==> config.mk <==
export PLATFORM = sky130hd
export DESIGN_NAME = apb_spi_master
export DESIGN_NICKNAME = d
export VERILOG_FILES = /design/src/rtl/apb_spi_master.sv
export SDC_FILE = /design/constraint.sdc
export NUM_CORES = 1
export LEC_CHECK = 0
export CORE_ASPECT_RATIO = 0.75
export CORE_UTILIZATION = 35
export DETAILED_ROUTE_END_ITERATION = 10
export DONT_BUFFER_PORTS = 1
export HOLD_SLACK_MARGIN = 0.15
export SLEW_MARGIN = 20
export SYNTH_ARGS = -nofsm -noshare
export SYNTH_HDL_FRONTEND = slang
export SYNTH_SLANG_ARGS = --single-unit
==> constraint.sdc <==
create_clock -name PCLK -period 2.5 [get_ports PCLK]
set_clock_uncertainty 0.15 [all_clocks]
set_input_delay 0.75 -clock PCLK [delete_from_list [all_inputs] [get_ports PCLK]]
set_output_delay 0.75 -clock PCLK [all_outputs]
set_load 0.005 [all_outputs]
==> src/rtl/apb_spi_master.sv <==
// APB requester for the SPI bridge: one command -> SETUP + ACCESS, response pulse the cycle after completion.
// Zero-wait latency accept->rsp_valid is 3 cycles; cmd_ready low while busy, PREADY stalls bounded by watchdog.
module apb_spi_master #(
  parameter int DATA_W  = 8,
  parameter int ADDR_W  = 1,
  parameter int TIMEOUT = 16
) (
  input  logic              PCLK,
  input  logic              PRESET,
  input  logic              cmd_valid,
  output logic              cmd_ready,
  input  logic              cmd_write,
  input  logic [ADDR_W-1:0] cmd_addr,
  input  logic [DATA_W-1:0] cmd_wdata,
  output logic              rsp_valid,
  output logic [DATA_W-1:0] rsp_rdata,
  output logic              rsp_err,
  output logic              rsp_timeout,
  output logic              PSEL,
  output logic              PENABLE,
  output logic              PWRITE,
  output logic [ADDR_W-1:0] PADDR,
  output logic [DATA_W-1:0] PWDATA,
  input  logic [DATA_W-1:0] PRDATA,
  input  logic              PREADY,
  input  logic              PSLVERR
);

  localparam int CW = (TIMEOUT > 0) ? $clog2(TIMEOUT + 1) : 1;
  // Abort when the wait that is ending would bring the count up to TIMEOUT.
  localparam logic [CW-1:0] LAST_WAIT = (TIMEOUT > 0) ? CW'(TIMEOUT - 1) : '0;

  typedef enum logic [1:0] {
    IDLE   = 2'd0,
    SETUP  = 2'd1,
    ACCESS = 2'd2
  } state_t;

  state_t        state, state_nxt;
  logic [CW-1:0] wait_cnt;
  logic          done;
  logic          abort;
  logic          accept;

  always_ff @(posedge PCLK) begin
    if (PRESET) state <= IDLE;
    else        state <= state_nxt;
  end

  always_comb begin
    state_nxt = state;
    done      = 1'b0;
    abort     = 1'b0;
    accept    = 1'b0;
    case (state)
      IDLE: begin
        if (cmd_valid) begin
          accept    = 1'b1;
          state_nxt = SETUP;
        end
      end
      SETUP: state_nxt = ACCESS;
      ACCESS: begin
        if (PREADY) begin
          done      = 1'b1;
          state_nxt = IDLE;
        end else if ((TIMEOUT > 0) && (wait_cnt == LAST_WAIT)) begin
          abort     = 1'b1;
          state_nxt = IDLE;
        end
      end
      default: state_nxt = IDLE;
    endcase
  end

  assign cmd_ready = (state == IDLE);
  assign PSEL      = (state != IDLE);
  assign PENABLE   = (state == ACCESS);

  always_ff @(posedge PCLK) begin
    if (PRESET) begin
      PWRITE      <= 1'b0;
      PADDR       <= '0;
      PWDATA      <= '0;
      wait_cnt    <= '0;
      rsp_valid   <= 1'b0;
      rsp_rdata   <= '0;
      rsp_err     <= 1'b0;
      rsp_timeout <= 1'b0;
    end else begin
      rsp_valid   <= done | abort;
      rsp_rdata   <= (done && !PWRITE) ? PRDATA : '0;
      rsp_err     <= done ? PSLVERR : abort;
      rsp_timeout <= abort;
      if (accept) begin
        PWRITE   <= cmd_write;
        PADDR    <= cmd_addr;
        PWDATA   <= cmd_write ? cmd_wdata : '0;
        wait_cnt <= '0;
      end else if ((state == ACCESS) && !PREADY && (wait_cnt != '1)) begin
        wait_cnt <= wait_cnt + CW'(1);
      end
    end
  end

endmodule

Word-level counts from Yosys, hierarchy flattened
Index checks and enable logic that the tools add are counted.
- input port bits: 23
- register bits after elaboration: 28
- logic and storage cells: 41
- output and inout port bits: 24
- muxes and demuxes: 13
- add/sub/neg operators: 1
- bitwise operators: 2
- equality and inequality tests: 6
- reduce and logical (&&, ||, !) cells: 10
- operator list (cell ; number):
    $mux 1 ; 8
    $mux 8 ; 1
    $mux 2 ; 3
    $pmux 2 s3 ; 1
    $add 5x1->5 const B ; 1
    $eq 5x4->1 const B ; 1
    $ne 5x5->1 const B ; 1
    $reduce_or 2->1 ; 2
    $logic_and 1x1->1 ; 3
    $ne 3x1->1 const B ; 1
    $eq 2x1->1 const B ; 1
    $eq 2x2->1 const B ; 1
    $logic_not 1->1 ; 2
    $logic_not 2->1 ; 1
    $ne 2x2->1 const B ; 1
    $reduce_and 2->1 ; 1
    $reduce_bool 2->1 ; 1
    $not 1->1 ; 1
    $or 1x1->1 ; 1

Logic depth before layout (Yosys ltp)
- depth in word-level cells: 5
- mapped depth: 6
- mapped depth without buffers: 6

Least setup slack after synthesis
No wires, ideal clock.
- path type: register to register
- start point: register wait_cnt[0]
- end point: register wait_cnt[3]
- required time: 2.280 ns
- period minus slack after synthesis: 2.092 ns
- setup time: 0.070 ns
- stages on the path, launching flop included: 7
- arrival: 1.872 ns
- path buffers: 0
- setup slack: 0.408 ns
- cell sequence: dfxtp_1 > ha_1 > and3_1 > ha_1 > or4b_4 > or3_1 > a21oi_1
- word-level cells in the longest chain between the ends: 2
- elaborated cells between the ends (all ways): 3
- those cells by class: 1 x add/sub; 1 x eq/ne; 1 x reduce/logical
- RTL lines (element ; RTL line ; source):
    start, declared ; 40 ; logic [CW-1:0] wait_cnt;
    start signal, assigned ; 101 ; wait_cnt <= wait_cnt + CW'(1);
    branches (longest 2 deep; another with $add 5x1->5) ; n/a ;
Parallel ways; which one is timed is not known.
A chain may end at the register's enable or synchronous reset.

Final worst setup path
Same ends and word-level chain as after synthesis.

==> metrics <==
outcome completed; Core Area 2623 sq um; Rel. slew slack 0.5942; Req. time, crit path 2540 ps; MaxCap Viol Count 0; reg2reg start wait_cnt[0]; top cells by area, synth dfxtp_1, a22o_1, and2_1; PwrDens 716.2 nW/um^2; DR WL/cell 13.31 microns; ys flop type dfxtp_1; vias per inst 4.853; Seq/Total Area, Yosys 0.5751; DR vias 626; H-tree depth 1; Placed Area 1022 sq um; asr flop ratio synth 0; Port-buffer cells 0; largest area contributor in the netlist dfxtp_1; CP Launch Point wait_cnt[0]; maximum VDD drop 0.0003946 V; clock sinks 28; crit path capture type register; Pleak 0.4257 nW; Antenna Nets Post-Route 0; largest net degree at the start of global routing 16; Worst path slowest cell or4b_4; Yosys top cell area share 0.5751; post-route setup TNS 0 ps; chip width 62.94 microns; HP Start wait_cnt[1]; net count after synthesis 115; #FFs+latches synth 28; Worst Setup EP wait_cnt[3]; Post-Route WL 1717 microns; HPWL Detailed 1343 microns; Worst-Skew Late Latency 260 ps; clock slew at reported path FFs 90 ps; final non-filler cell total 129; share of cells above drive strength 1 0.1183; Critical Path Fanout Max 5; final setup violation count 0; Fmax 446.5 MHz; R2R Setup Slk 260 ps; worst path cell trace ha_1, and3_1, ha_1, or4b_4, or3_1, a21oi_1; GR Util All Layers 0.1088; Ys Warns 0; Tmin final 2240 ps; Hold WC Path Type reg2reg; initial DRC count 31; GP Congestion 0.6932; crit start category register; max incr delay on CP 540 ps; R2R depth 6; Synth-to-Final Area Change 10.53%; Unique masters post-synth 25; crit-path most repeated cell ha_1; CTS root buf clkbuf_8; R2R Path End wait_cnt[3]; starting density of the core 0.3717; most common cell after layout, fill and taps aside dfxtp_1; Avg Cell Area, Syn 10.95 sq um; Final Slew Violations 0; gate count after technology mapping 89; die area 3002 sq um; period utilization 0.8958; RSZ-0062 raised after global routing no; worst-margin pin slew 606.5 ps; Post-CTS Setup Repair Bufs 0; Worst EP arrival 2280 ps; # DRC 0; grt ovf 0; placed insts 125; vias in the first global route 537; CTS tree built; final hold vios 0; antenna cells 0; initial antenna violation count 0; Mapped Area 974.7 sq um; Core Rows 16; most frequent cells in the layout dfxtp_1, nor2_1, and2_1; cts repair resizes 0; Final Instance Area 1077 sq um; # nets final 120; drt first pass iters 3; EDFF count, synth 0; Crit Path Category reg2reg; first-pass GRT wire length 2449 microns; CTS max path bufs 2; chip height 47.70 microns; CTS Buf Count 3; # hold bufs at CTS 0; io pins 47
-- registers in the layout, summed over array words and instances, names as in the netlist --
register	flops
PWRITE	1
state	2
rsp_valid	1
rsp_rdata	8
wait_cnt	5
rsp_err	1
PADDR	1
PWDATA	8
rsp_timeout	1
-- cell usage after synthesis (2+ instances only) --
cell type,n
o21ai_0,2
a22o_1,8
nor4b_1,2
and2_1,9
inv_1,3
nand2_1,3
ha_1,3
or3_1,2
a21oi_1,5
and2b_2,2
nor2_1,9
dfxtp_1,28
-- power by group --
group          total (mW)  switching [mW]  internal, mW  leakage (nW)
clock               0.268           0.127         0.141        0.0288
sequential          0.469          0.0116         0.458         0.227
combinational      0.0346          0.0177        0.0169         0.170
total               0.772           0.156         0.615         0.426
-- how the worst min path moves through the flow --
stage | endpoint | slack, ps | cells after the start
final | wait_cnt[1] | 340 | 2
after floorplan | wait_cnt[1] | 300 | 2
after detailed placement | wait_cnt[1] | 330 | 2
after global routing | wait_cnt[1] | 360 | 2
after CTS | wait_cnt[1] | 340 | 2
after global placement | wait_cnt[1] | 320 | 2
-- layout make-up --
class / instances / area (sq um)
repair buffers: 1 / 7.507
inverters: 3 / 11.26
fillers: 256 / 1545
multi-input cells: 57 / 397.9
well taps: 36 / 45.04
flip-flops and latches: 28 / 560.5
clock buffers: 4 / 55.05
-- through the flow --
stage	total power, mW	setup WS, ps	hold WS, ps	utilization
CTS	0.7794	251.2	338.5	0.4108
global route	0.7993	191.2	355.1	0.4108
global placement	0.5136	368.3	320.8	0.3898
finish	0.7716	260.5	336.5	0.4108
detailed placement	0.5145	277.5	326.5	0.3898
floorplan	0.5061	407.7	302.3	-
-- cell families (layout without fill, tap and decap cells) --
logic type,count (synthesis),count (layout),share of synthesized area
xor+xnor,1,1,0.008988
compound gates,17,17,0.1232
buf+inv,4,8,0.01668
mux,1,1,0.01027
flops,28,28,0.5751
fa+ha+maj,3,3,0.03852
simple gates,35,35,0.2272
-- metal layers --
metal	track usage	wire (microns)	share of wire
met1	0.1328	809	0.47
met3	0.05476	146	0.085
met5	0	0	0
met4	0.02791	0	0
met2	0.1742	761	0.44
-- critical path: cells and delay by family (launching register included) --
family                     cells  cell delay (ps)
adders and majority gates      2              400
DFF                            1              340
AOI/OAI and AO/OA              1              170
and+or+nand+nor                3             1110
(Power assumes the default switching activity.)
